### src/rtl/calc_sequencer.sv
// calc_sequencer: calculator key sequencer FSM issuing registered datapath and memory strobes
module calc_sequencer #(
  parameter int DIGITS = 4,
  parameter int TIMEOUT = 64,
  localparam int CW = $clog2(DIGITS + 1)
) (
  input  logic          clock,
  input  logic          reset_in,
  input  logic          dig_in,
  input  logic          op_in,
  input  logic          ex_in,
  input  logic          clr_in,
  input  logic          bksp_in,
  input  logic          ms_in,
  input  logic          mr_in,
  input  logic          mc_in,
  input  logic          alu_done,
  input  logic          alu_err,
  output logic          load_A,
  output logic          load_B,
  output logic          bksp_A,
  output logic          bksp_B,
  output logic          load_op,
  output logic          load_res_A,
  output logic          clear_regs,
  output logic          alu_start,
  output logic          mem_store,
  output logic          mem_recall_A,
  output logic          mem_recall_B,
  output logic          mem_clear,
  output logic          mem_valid,
  output logic [1:0]    display_select,
  output logic [CW-1:0] digits_A,
  output logic [CW-1:0] digits_B
);
  localparam int TW = $clog2(TIMEOUT);
  localparam logic [CW-1:0] DMAX = CW'(DIGITS);
  localparam logic [CW-1:0] ONE = CW'(1);
  localparam logic [TW-1:0] TLAST = TW'(TIMEOUT - 1);
  typedef enum logic [2:0] {ENTER_A, OPERATOR, ENTER_B, EXEC, RESULT, ERROR} state_t;
  typedef enum logic [3:0] {K_NONE, K_CLR, K_EX, K_OP, K_BKSP, K_DIG, K_MR, K_MS, K_MC} key_t;
  typedef struct packed {
    logic load_a, load_b, bksp_a, bksp_b, load_op, load_res_a, clear_regs, alu_start;
    logic mem_store, mem_recall_a, mem_recall_b, mem_clear;
  } strobe_t;
  state_t state, state_n;
  key_t key;
  strobe_t st, st_n;
  logic [CW-1:0] da_n, db_n;
  logic [TW-1:0] timer, timer_n;
  logic mv_n;
  logic [1:0] ds_n;
  assign key = clr_in ? K_CLR : ex_in ? K_EX : op_in ? K_OP : bksp_in ? K_BKSP :
               dig_in ? K_DIG : mr_in ? K_MR : ms_in ? K_MS : mc_in ? K_MC : K_NONE;
  assign {load_A, load_B, bksp_A, bksp_B, load_op, load_res_A, clear_regs, alu_start,
          mem_store, mem_recall_A, mem_recall_B, mem_clear} = st;
  assign ds_n = state_n == RESULT ? 2'd2 : state_n == ERROR ? 2'd3 :
                (state_n == ENTER_B || state_n == EXEC) ? 2'd1 : 2'd0;
  always_ff @(posedge clock or posedge reset_in)
    if (reset_in) begin
      state <= ENTER_A;
      st <= '0;
      digits_A <= '0;
      digits_B <= '0;
      mem_valid <= 1'b0;
      display_select <= 2'd0;
      timer <= '0;
    end else begin
      state <= state_n;
      st <= st_n;
      digits_A <= da_n;
      digits_B <= db_n;
      mem_valid <= mv_n;
      display_select <= ds_n;
      timer <= timer_n;
    end
  always_comb begin
    state_n = state;
    if (key == K_CLR) state_n = ENTER_A;
    else case (state)
      ENTER_A: state_n = key == K_OP ? OPERATOR : ENTER_A;
      OPERATOR: state_n = (key == K_DIG || (key == K_MR && mem_valid)) ? ENTER_B : OPERATOR;
      ENTER_B: state_n = key == K_EX ? EXEC : (key == K_BKSP && digits_B == '0) ? OPERATOR : ENTER_B;
      EXEC: state_n = alu_done ? (alu_err ? ERROR : RESULT) : timer == TLAST ? ERROR : EXEC;
      RESULT: state_n = key == K_EX ? EXEC : key == K_OP ? OPERATOR :
                        (key == K_DIG || (key == K_MR && mem_valid)) ? ENTER_A : RESULT;
      default: state_n = state;
    endcase
  end
  always_comb begin
    st_n = '0;
    da_n = digits_A;
    db_n = digits_B;
    mv_n = mem_valid;
    timer_n = state == EXEC ? timer + TW'(1) : timer;
    if (key == K_CLR) begin
      st_n.clear_regs = 1'b1;
      da_n = '0;
      db_n = '0;
      timer_n = '0;
    end else if (state != EXEC && state != ERROR) case (key)
      K_EX: if (state == ENTER_B || state == RESULT) begin
        st_n.alu_start = 1'b1;
        timer_n = '0;
      end
      K_OP: if (state != ENTER_B) begin
        st_n.load_op = 1'b1;
        if (state == RESULT) begin
          st_n.load_res_a = 1'b1;
          da_n = DMAX;
          db_n = '0;
        end
      end
      K_BKSP: if (state == ENTER_A && digits_A != '0) begin
        st_n.bksp_a = 1'b1;
        da_n = digits_A - ONE;
      end else if (state == ENTER_B && digits_B != '0) begin
        st_n.bksp_b = 1'b1;
        db_n = digits_B - ONE;
      end
      K_DIG: if (state == ENTER_A && digits_A != DMAX) begin
        st_n.load_a = 1'b1;
        da_n = digits_A + ONE;
      end else if (state == OPERATOR) begin
        st_n.load_b = 1'b1;
        db_n = ONE;
      end else if (state == ENTER_B && digits_B != DMAX) begin
        st_n.load_b = 1'b1;
        db_n = digits_B + ONE;
      end else if (state == RESULT) begin
        st_n.clear_regs = 1'b1;
        st_n.load_a = 1'b1;
        da_n = ONE;
        db_n = '0;
      end
      K_MR: if (mem_valid) begin
        if (state == ENTER_A) begin
          st_n.mem_recall_a = 1'b1;
          da_n = DMAX;
        end else if (state == RESULT) begin
          st_n.clear_regs = 1'b1;
          st_n.mem_recall_a = 1'b1;
          da_n = DMAX;
          db_n = '0;
        end else begin
          st_n.mem_recall_b = 1'b1;
          db_n = DMAX;
        end
      end
      K_MS: if (state != OPERATOR) begin
        st_n.mem_store = 1'b1;
        mv_n = 1'b1;
      end
      K_MC: begin
        st_n.mem_clear = 1'b1;
        mv_n = 1'b0;
      end
      default: ;
    endcase
  end
endmodule

### config.mk
export PLATFORM = sky130hd
export DESIGN_NAME = calc_sequencer
export DESIGN_NICKNAME = d
export VERILOG_FILES = /design/src/rtl/calc_sequencer.sv
export SDC_FILE = /design/constraint.sdc
export NUM_CORES = 1
export LEC_CHECK = 0
export CORE_MARGIN = 10
export CORE_UTILIZATION = 53
export DETAILED_ROUTE_END_ITERATION = 8
export PLACE_DENSITY_LB_ADDON = 0.12
export SYNTH_ARGS = -nofsm -noshare
export SYNTH_HDL_FRONTEND = slang
export SYNTH_SLANG_ARGS = --single-unit
### constraint.sdc
create_clock -name clock -period 2.2 [get_ports clock]
set_input_delay 0.22 -clock clock [delete_from_list [all_inputs] [get_ports clock]]
set_output_delay 0.22 -clock clock [all_outputs]
set_load 0.03 [all_outputs]
* After elaboration in Yosys (flattened, before gate mapping)
Cells that the tools add are included.
Cells by class: $add $sub $neg 5, equality and inequality tests 34, mux-type cells 87, bitwise logic cells 1, reduce and logical (&&, ||, !) cells 20
Operator list (count):
- two-way mux 3 bit | 29
- two-way mux 6 bit | 6
- two-way mux 4 bit | 8
- two-way mux 1 bit | 26
- case mux 3 bit (4 select lines) | 2
- two-way mux 2 bit | 11
- != test 3 bit (second input constant) | 7
- == test 4 x 3 -> 1 bit (second input constant) | 4
- AND reduction 8 bit | 2
- != test 3 x 2 -> 1 bit (second input constant) | 5
- case mux 3 bit (5 select lines) | 1
- == test 3 x 2 -> 1 bit (second input constant) | 4
- two-way mux 12 bit | 1
- == test 3 bit (second input constant) | 3
- == test 4 x 2 -> 1 bit (second input constant) | 2
- != test 4 bit (second input constant) | 2
- logical AND 1 bit | 7
- adder 3 x 1 -> 3 bit (second input constant) | 2
- adder 6 x 1 -> 6 bit (second input constant) | 1
- == test 6 bit (second input constant) | 1
- logical NOT 3 bit | 2
- nonzero test 3 bit | 2
- subtractor 3 x 1 -> 3 bit (second input constant) | 2
- two-way mux 5 bit | 1
- other kinds (12) | 16
Storage, ports and cells: register bits after elaboration 30, output and inout port bits 21, word-level logic and storage cells 165

* Depth between registers and ports, before layout
depth in word-level cells 21, mapped depth 7, depth with buffers taken out 7

* Worst setup path after synthesis
Ideal clock, no wire load.
path kind register -> register, from register digits_A[0], to register digits_A[1], library setup time 0.082 ns, data arrival time 1.928 ns, required time 2.118 ns, slack 0.190 ns, stages on the path, launching flop included 7, period minus slack after synthesis 2.010 ns, path through dfrtp_1 -> inv_1 -> ha_1 -> a2111oi_0 -> nand3_1 -> mux2_2 -> o22ai_1
Between the ends: cells in the longest elaborated chain, start to end 6
Ends and longest elaborated chain:
- from (decl) | line 33 | output logic [CW-1:0] digits_A,
- from (signal assigned) | line 71 | digits_A <= da_n;
- parallel branches: the longest is 6 deep, another holds adder 3 x 1 -> 3 bit
Several ways; the timed one is not identified. The select of a mux whose other input is x is not followed. A chain may end at the register's enable or synchronous reset.

* Worst setup path after layout
from register digits_A[1], to register digits_B[0]
Between the ends: cells in the longest elaborated chain, start to end 4
Ends and longest elaborated chain:
- != test 3 bit / nonzero test 3 bit (equally long branches) | line 121, 114
- logical AND 1 bit, on equally long branches | line 121, 114
- != test 3 bit (no line)
- AND reduction 8 bit (no line) (*)
- to (signal assigned) | line 72 | digits_B <= db_n;
- to (decl) | line 34 | output logic [CW-1:0] digits_B
Every way passes the cells marked *; elsewhere a longest branch is shown, timed or not.

==> results by group <==
Placed design
  – # port buffers: 32
  – GPL Wtd Cong: about 0.94
  – Post-DP HPWL: about 4300 um

Pwr
  – Worst VDD drop: ~0.36 mV
  – Power Density: about 550 nW/um^2
  – Pleak: 1.146 nW

Global route
  – Number of global-route vias before repair: 1876
  – Gr busiest metal: met2
  – Tot GR Track Use: between 10% and 20%
  – Remaining Overflow, GRT: 0
  – Met3 Use GR: 3.712%
  – Largest net degree at the start of global routing: 31
  – Antenna violations before repair: 0
  – M2 GR Usage: 27.51%
  – Global-route wire length before repair: just over 9000 um
  – Met1 GRT Util: 23.69%

Setup path
  – Critical path arrival: roughly 2.2 ns
  – Startpoint Class: register
  – Critical path capture point type: register
  – Req. time, crit path: between 2 and 2.5 ns
  – Critical Setup Path Class: reg2reg
  – CP Max Fanout: 4

Synthesis
  – Largest area contributor in the netlist: dfrtp_1
  – Area of the mapped netlist: between 2000 and 2500 um^2
  – Syn Inst Count: between 200 and 250
  – Avg Cell Area, Syn: 9.030 um^2
  – Post-synth EDFFs: 0
  – Top cell type's share of synthesized area: a little under two fifths
  – Post-synthesis net count: approximately 250
  – Synth warn: 0
  – Sequential fraction of the synthesis area: 36.79%
  – Post-synthesis register bit count: 30
  – Main area contributors after synthesis: dfrtp_1 (37%), ha_1 (4.3%), nor2_1 (4.0%)
  – Most frequent cell after synthesis: dfrtp_1
  – Most frequently used flop master after synthesis: dfrtp_1
  – Fraction of registers with async set/reset: between 90% and 100%
  – Synth cell types: 64
  – Post-synth top cells: dfrtp_1 (30), nor2_1 (22), inv_1 (13), a21oi_1 (12), nand2_1 (12)

Flow run
  – Max-cap viol count: 0

Clocking
  – Num CTS Buffers: 5
  – Root buf cell: clkbuf_8
  – Max clock buf depth: 2
  – Worst-skew pair later-pin latency: approximately 0.29 ns
  – TritonCTS clock tree: done
  – H-tree level count: 2
  – Clock sink total: 30
  – CTS clk-pin slew, worst paths: ~0.07 ns
  – Post-CTS setup repair buffer count: 0

STA
  – RSZ-0062 raised after global routing: false
  – WHS: 0.3083 ns
  – Minimum clock period: 2.022 ns
  – Final setup fails: 0
  – Final worst-path cycle share: approximately nine tenths
  – Final-report hold violation count: 0
  – Final slew viol count: 0
  – Fin Setup TNS: 0 ns
  – Fmax: approximately 490 MHz
  – Slew HR: 66.85%
  – Max Clock Skew: approximately 0.01 ns
  – Tightest Pin Transition: between 0.4 and 0.5 ns

Outcome
  – Status: finished clean

Final layout
  – Diode count: 0
  – Nets: around 300
  – Area grow syn2layout: 30.96%
  – Fillers: about 300
  – Layout cells sized above 1: a little under a fifth

Route
  – DR vias/cell: 5.918
  – # DRC: 0
  – 1st-pass router iterations: 4
  – Vias: around 2000
  – Final ANT Viol Nets: 0
  – Final WL: 5703 um
  – Starting DRT DRC Count: 151
  – WL/cell: 17.23 um

Die
  – Core ar.: around 3700 um^2
  – Die H: between 80 and 90 um
  – Rows: 22
  – DIE WIDTH: between 80 and 90 um
  – Ports: 33
  – Die ar.: approximately 6700 um^2
  – Initial Utilization: 55.33%

Min path
  – Worst hold path type: in2async
## path summary, 6_finish.rpt
check / to / slack [ns] / from / cells past startpoint
setup reg to reg: digits_B[0] / 0.18 / digits_A[1] / 7
setup / recovery: digits_B[0] / 0.18 / digits_A[1] / 7
hold / removal: mem_recall_A / 0.31 / reset_in / 3
hold reg to reg: timer[1] / 0.57 / timer[1] / 2
max in group asynchronous: state[0] / 1.60 / reset_in / 3
min in group clock: mem_clear / 0.51 / mc_in / 3
## registers in the layout, summed over array words and instances, names as in the netlist, 2 cells and up
register and count:
timer 6, digits_A 3, state 3, display_select 2, digits_B 3
## where the power goes
group / switching (W) / leakage (nW) / total [W] / internal [W]
registers: 0.0000334 / 0.410 / 0.000609 / 0.000576
clock network: 0.000208 / 0.0482 / 0.000460 / 0.000252
logic: 0.000218 / 0.687 / 0.000389 / 0.000171
## layer usage
metal / up-vias / wire length, um
met4: 0 / 89
met1: 931 / 2648
li1: 954 / -
met3: 9 / 394
met2: 65 / 2570
met5: - / 0
## area by class of cell
class	instances	area (um^2)	area share, %
Timing Repair Buffer	63	553.0	20.69
Multi-Input combinational cell	169	1169	43.73
Sequential cell	30	750.7	28.09
Clock inverter	1	5.005	0.1873
Clock buffer	7	86.33	3.230
Tap cell	48	60.06	2.247
Inverter	13	48.80	1.826
## cell usage in the layout, fill, tap and decap left out, drive strengths merged, types with 8 or more instances in the layout
cell and n:
nand2 12, nor3 8, a21oi 12, o21ai 10
buf 31, inv 13, dfrtp 30, nor2 22
clkdlybuf4s50 32
## kinds of logic after synthesis
kind of cell | count (synthesis) | synth area share, %
and+or+nand+nor | 93 | 27.90
DFF | 30 | 36.79
xor gates and xnor gates | 7 | 3.004
adders and majority gates | 7 | 4.292
muxes | 3 | 1.533
buffers and inverters | 27 | 6.008
AOI/OAI and AO/OA | 59 | 20.48
## critical path, stage by stage (launching register included)
cell,delay (ns)
dfrtp_1,0.37
inv_1,0.08
ha_1,0.25
a2111oi_1,0.55
nand3_1,0.21
nand3_2,0.16
or3_4,0.17
o22ai_1,0.09
## timing repair
action / in CTS / in global routing
endpoints found under the setup margin: 0 / 4
hold buffers: 0 / 0
gates resized for setup: 0 / 1
## stage by stage
stage,area (um^2),util [%],worst slack (ns),cells,total power (W)
after floorplan,2041,-,0.1901,226,0.0008384
after global placement,2580,69.95,0.08306,323,0.0009940
after detailed placement,2580,69.95,0.08945,323,0.001001
after CTS,2671,72.42,0.05593,331,0.001456
after global routing,2673,72.46,0.01758,331,0.001529
final,2673,72.46,0.1785,331,0.001458
No activity file was read; power rests on OpenSTA's default activity.
==> RTL change 1: new RTL, config.mk and constraints unchanged <==
Encoding of `state_t`: now one-hot (6 bits for 6 states).
--- a/src/rtl/calc_sequencer.sv
+++ b/src/rtl/calc_sequencer.sv
@@ -39,3 +39,3 @@
   localparam logic [TW-1:0] TLAST = TW'(TIMEOUT - 1);
-  typedef enum logic [2:0] {ENTER_A, OPERATOR, ENTER_B, EXEC, RESULT, ERROR} state_t;
+  typedef enum logic [5:0] {ENTER_A = 6'b000001, OPERATOR = 6'b000010, ENTER_B = 6'b000100, EXEC = 6'b001000, RESULT = 6'b010000, ERROR = 6'b100000} state_t;
   typedef enum logic [3:0] {K_NONE, K_CLR, K_EX, K_OP, K_BKSP, K_DIG, K_MR, K_MS, K_MC} key_t;
Formal check against the unedited RTL: same outputs for any inputs over 4 cycles, from zero or initial values and one cycle with reset_in high; so few cycles prove little.
==> RTL change 1 against the original RTL <==
The flow now finishes with violations (negative setup slack); area after synthesis grew 11%; cell area grew 17%; final cell count grew 17%; die area grew 8.5%; core utilization grew 4.2 points; clock skew is essentially flat; hold slack gained 15 ps; sequential cell count grew 3; worst setup slack lost 180 ps; critical path depth shrank 1; wire length grew 20%; synthesized cell count grew 16%; highest routed layer unchanged.
Power is not compared: it rests on default switching activity, and its combinational part moved more than twofold at a synthesized area within 25%.
==> RTL change 1: results (changes against the original RTL) <==
* Skew final at 10.1 ps (-0.199 ps)
* Count of buffers from port buffering at 32 (unchanged)
* Average cell area after synthesis at 8.64 um2 (-4.3%)
* Placer's final routability congestion estimate at 0.959 (+1.5%)
* Register fraction of the total cell area at 0.264 (-0.0168)
* Nonclk inv count at 14 (+1)
* Area Growth Syn to Fin at 37.8%
* Initial DRC Count at 322 (+110%)
* Fill cell count at 300 (-1.3%)
* Sum of routed wire length over all layers at 6840 um (+20%)
* Tightest Pin Transition at 559 ps (+62.6 ps)
* Final setup fails at 1 (+1)
* Cell depth of the worst flop-to-flop path at 6 (-1)
* Multi-In Gates at 201 (+19%)
* Post-DP HPWL at 5180 um (+20%)
* Result of the run: finished, violations left
* Worst Hold Margin at 323 ps (+15.0 ps)
* Number of pins exceeding their max-slew limit in the final report at 0 (unchanged)
* Slack of the critical path at -6.31 ps (-185 ps)
* Via count of the first global-routing pass at 2333 (+24%)
* Wire length of the first global-routing pass at 11200 um (+21%)
* Clock-cell share of area at 0.0260 (-0.00821)
* Startpoint of the lowest-slack register-to-register path: state[1]
* Fraction of area in multi-input gates at 0.451 (+0.0138)
* Net Count, Synth at 282 (+15%)
* Async SR Flop Fraction at 1.00 (unchanged)
* Via/cell ratio at 6.05 (+2.2%)
* Part of the Yosys area used for sequential elements at 0.364 (-0.00389)
* Setup Slack @ Placement at -137 ps (-226 ps)
* Share of final-layout standard cells stronger than drive strength 1 at 0.251 (+0.0642)
* Taps Inserted at 50 (+4.2%)
* Inst Count DP at 378 (+17%)
* Failing checks: negative setup slack
* Fraction of area in non-clock buffers at 0.222 (+0.0152)
* Number of distinct standard cells referenced by the synthesized netlist at 60 (-6.3%)
* Aggregate global-route resource usage at 0.187 (+0.0113)
* Biggest area contributors in the synthesized netlist: sky130_fd_sc_hd__dfrtp_1, sky130_fd_sc_hd__a21oi_1, sky130_fd_sc_hd__ha_1
* Signal arrival time at the worst endpoint at 2360 ps (+180 ps)
* Peak ir drop on the vdd network at 0.437 mV
* Number of non-filler instances in the completed layout at 388 (+17%)
* Pre-antenna DRT Iters at 5 (+1)
* Number of ordinary and repair buffers in the finished layout at 82 (+30%)
* List of most frequent post-synthesis cells: sky130_fd_sc_hd__dfrtp_1, sky130_fd_sc_hd__a21oi_1, sky130_fd_sc_hd__nand2_1, sky130_fd_sc_hd__nor2_1, sky130_fd_sc_hd__inv_1
* Final sum of negative setup slack at -6.31 ps (-6.31 ps)
* Flops & latches, synth at 33 (+10%)
* Reg-to-Reg End: digits_B[2]
* Largest net degree at the start of global routing at 34 (+9.7%)
* Cell Area, Placed at 2950 um2 (+14%)
==> RTL change 1: power groups by stage <==
stage	Clock (mW)	Sequential [mW]	Combinational, mW
after floorplan	0	0.776	0.718
after CTS	0.452	0.748	1.15
final	0.442	0.750	1.29
after global placement	0	0.758	1.12
after global routing	0.472	0.757	1.38
after detailed placement	0	0.760	1.13
==> RTL change 1: worst max-delay path: stages, from the launching register on <==
cell and delay (ps):
sky130_fd_sc_hd__dfrtp_1 430, sky130_fd_sc_hd__or4_4 600, sky130_fd_sc_hd__a2111oi_4 260, sky130_fd_sc_hd__a211oi_1 120, sky130_fd_sc_hd__a31o_1 200, sky130_fd_sc_hd__a221o_1 330, sky130_fd_sc_hd__o2bb2ai_1 140
==> RTL change 1: cell families after synthesis <==
group,Yosys count,synth area share
compound gates,78,0.246
xor+xnor,8,0.0308
fa+ha+maj,7,0.0385
buf+inv,29,0.0523
flops,33,0.364
mux,3,0.0138
simple gates,105,0.255
==> RTL change 1: repair_timing <==
item,CTS,global route
setup buffers,0,2
resized for setup,1,17
setup endpoints to repair,2,8
pin swaps,0,2
==> RTL change 1: worst max path at each step <==
stage | end | cells after the start | startpoint | slack, ps
5_1_grt | display_select[0] | 6 | state[5] | -80
6_report | digits_B[2] | 6 | state[1] | -6
4_1_cts | digits_B[2] | 6 | state[1] | -6
3_5_place_dp | display_select[0] | 7 | bksp_in | -140
2_1_floorplan | digits_B[0] | 7 | state[1] | 40
3_3_place_gp | digits_A[0] | 6 | ex_in | -100
==> RTL change 1: per-layer routing <==
metal	part of all wire	GRT usage	up-vias	wire [um]
met4	0.020	0.0554	0	137
li1	-	-	1116	-
met2	0.43	0.285	127	2960
met1	0.45	0.247	1081	3090
met5	0	0	-	0
met3	0.096	0.0583	22	658
==> RTL change 2: new RTL, same settings <==
Without the edit above. `TIMEOUT`: 64 -> 128.
--- a/src/rtl/calc_sequencer.sv
+++ b/src/rtl/calc_sequencer.sv
@@ -3,3 +3,3 @@
   parameter int DIGITS = 4,
-  parameter int TIMEOUT = 64,
+  parameter int TIMEOUT = 128,
   localparam int CW = $clog2(DIGITS + 1)
Behaviour: same outputs for any inputs over 4 cycles, from zero or initial values and one cycle with reset_in high; that may be too few to reach the edited logic, so the function may still have changed.
==> RTL change 2 against the original RTL <==
Area after synthesis rose by 5.0%; cell area rose by 6.1%; largest power group is now clock; power rose by 15%; sequential cell count rose by 1; worst setup slack got worse by 75 ps; hold slack got worse by 4.0 ps; wire length rose by 5.6%; non-clock buffer count rose by 6; core utilization fell by 0.51 points; first-iteration DRC count rose by 23%.
==> RTL change 2: results (changes against the original RTL) <==
* List of most frequent post-synthesis cells: sky130_fd_sc_hd__dfrtp_1, sky130_fd_sc_hd__nor2_1, sky130_fd_sc_hd__nor3_1
* Net Count, Synth at 260 (+6.1%)
* Via count of the first global-routing pass at 2120 (+13%)
* Wire length on met1 at 2670 um (+0.91%)
* Slew margin rel. at 0.655 (-0.0133)
* Via/cell ratio at 5.90 (-0.26%)
* Cell Area, Placed at 2700 um2 (+4.8%)
* Initial antenna violation count at 0 (unchanged)
* CTS Root Cell: sky130_fd_sc_hd__clkbuf_8
* Cell depth of the worst flop-to-flop path at 7 (unchanged)
* Result of the run: finished clean
* Part of the Yosys area used for sequential elements at 0.362 (-0.00572)
* Post-DP HPWL at 4580 um (+6.7%)
* Number of distinct standard cells referenced by the synthesized netlist at 62 (-3.1%)
* Worst Hold Margin at 304 ps (-3.99 ps)
* Diode count at 0 (unchanged)
* Static Leak at 1.29 nW (+13%)
* Skew final at 9.97 ps (-0.325 ps)
* Biggest area contributors in the synthesized netlist: sky130_fd_sc_hd__dfrtp_1, sky130_fd_sc_hd__nor2_1, sky130_fd_sc_hd__ha_1
* Highest clock rate at 477 MHz (-3.6%)
* Placer's final routability congestion estimate at 0.930 (-1.5%)
* Top layer in use: met4
* Largest net degree at the start of global routing at 32 (+3.2%)
* Number of buffers added by the clock tree synthesis step at 5 (unchanged)
* Number of H-tree levels at 2 (unchanged)
* Share of final-layout standard cells stronger than drive strength 1 at 0.193 (+0.00605)
* Aggregate global-route resource usage at 0.171 (-0.00496)
* Final #Nets at 318 (+5.6%)
* Detail Route met2 WL at 2860 um (+11%)
* Initial DRC Count at 185 (+23%)
* Signal arrival time at the worst endpoint at 2340 ps (+160 ps)
* DR WL met3 at 402 um (+2.0%)
* Flip-flop count of the largest register, all copies and words added at 7 (+1)
* Peak ir drop on the vdd network at 0.440 mV (+24%)
* Wire length of the first global-routing pass at 10200 um (+10%)
* Sum of routed wire length over all layers at 6020 um (+5.6%)
* Flop-to-flop setup slack at 100 ps (-70 ps)
-- RTL change 2: cell types whose count changed after synthesis, sizes merged, moves of 5 or more --
cell    before  now
nor2        22   28
nor3         8   14
a211o        0    5
nand3        7    2
o211ai       6    1
nand2b       3   11
-- RTL change 2: per-stage QoR --
step                      utilization  total power [mW]  worst slack (ps)  std cells  setup TNS, ps
after floorplan                     -             0.852              16.9        241              0
after global placement          0.686             0.998             -67.0        342           -345
after detailed placement        0.686              1.00              -117        342           -677
after CTS                       0.719              1.69               140        350              0
after global routing            0.719              1.75              21.5        350              0
final                           0.719              1.68               104        350              0
-- RTL change 2: critical path: stages, from the launching register on --
cell and delay, ps:
sky130_fd_sc_hd__dfrtp_1 380, sky130_fd_sc_hd__inv_1 100, sky130_fd_sc_hd__ha_1 240, sky130_fd_sc_hd__nand2b_1 190, sky130_fd_sc_hd__a21oi_1 110, sky130_fd_sc_hd__or4_4 570
sky130_fd_sc_hd__nor4b_2 320, sky130_fd_sc_hd__a211o_1 130
-- RTL change 2: routing by layer --
layer  vias up  GRT usage
met5         -          0
met4         0     0.0502
met3        11     0.0479
met2        71      0.275
met1       991      0.216
li1        993          -
-- RTL change 2: area by class of cell --
class                   count  area [um2]
multi-input cells         181        1230
flip-flops and latches     31         776
inverters                  11        41.3
clock inverters             2        60.1
fillers                   331        1110
repair buffers             69         598
clock buffers               6        72.6
well taps                  50        62.6
-- RTL change 2: worst paths after layout --
kind                                endpoint   startpoint
min in group clock               digits_A[1]  digits_A[1]
max reg2reg                      digits_B[2]  digits_B[1]
max                              digits_B[2]  digits_B[1]
min reg2reg                      digits_A[1]  digits_A[1]
min                              digits_A[2]     reset_in
max in group asynchronous  display_select[0]     reset_in
-- RTL change 2: cells by family after synthesis --
family	after synthesis	synth area share
fa+ha+maj	7	0.0409
simple gates	96	0.255
mux	2	0.00993
flops	31	0.362
buf+inv	29	0.0654
compound gates	69	0.238
xor+xnor	7	0.0286
-- RTL change 2: where the power goes --
| group | total (mW) | leakage (nW) | switching, mW | internal [mW] |
|---|---|---|---|---|
| registers | 0.609 | 0.425 | 0.0188 | 0.590 |
| clock network | 0.683 | 0.0654 | 0.231 | 0.453 |
| logic | 0.388 | 0.799 | 0.219 | 0.169 |
| total | 1.68 | 1.29 | 0.469 | 1.21 |
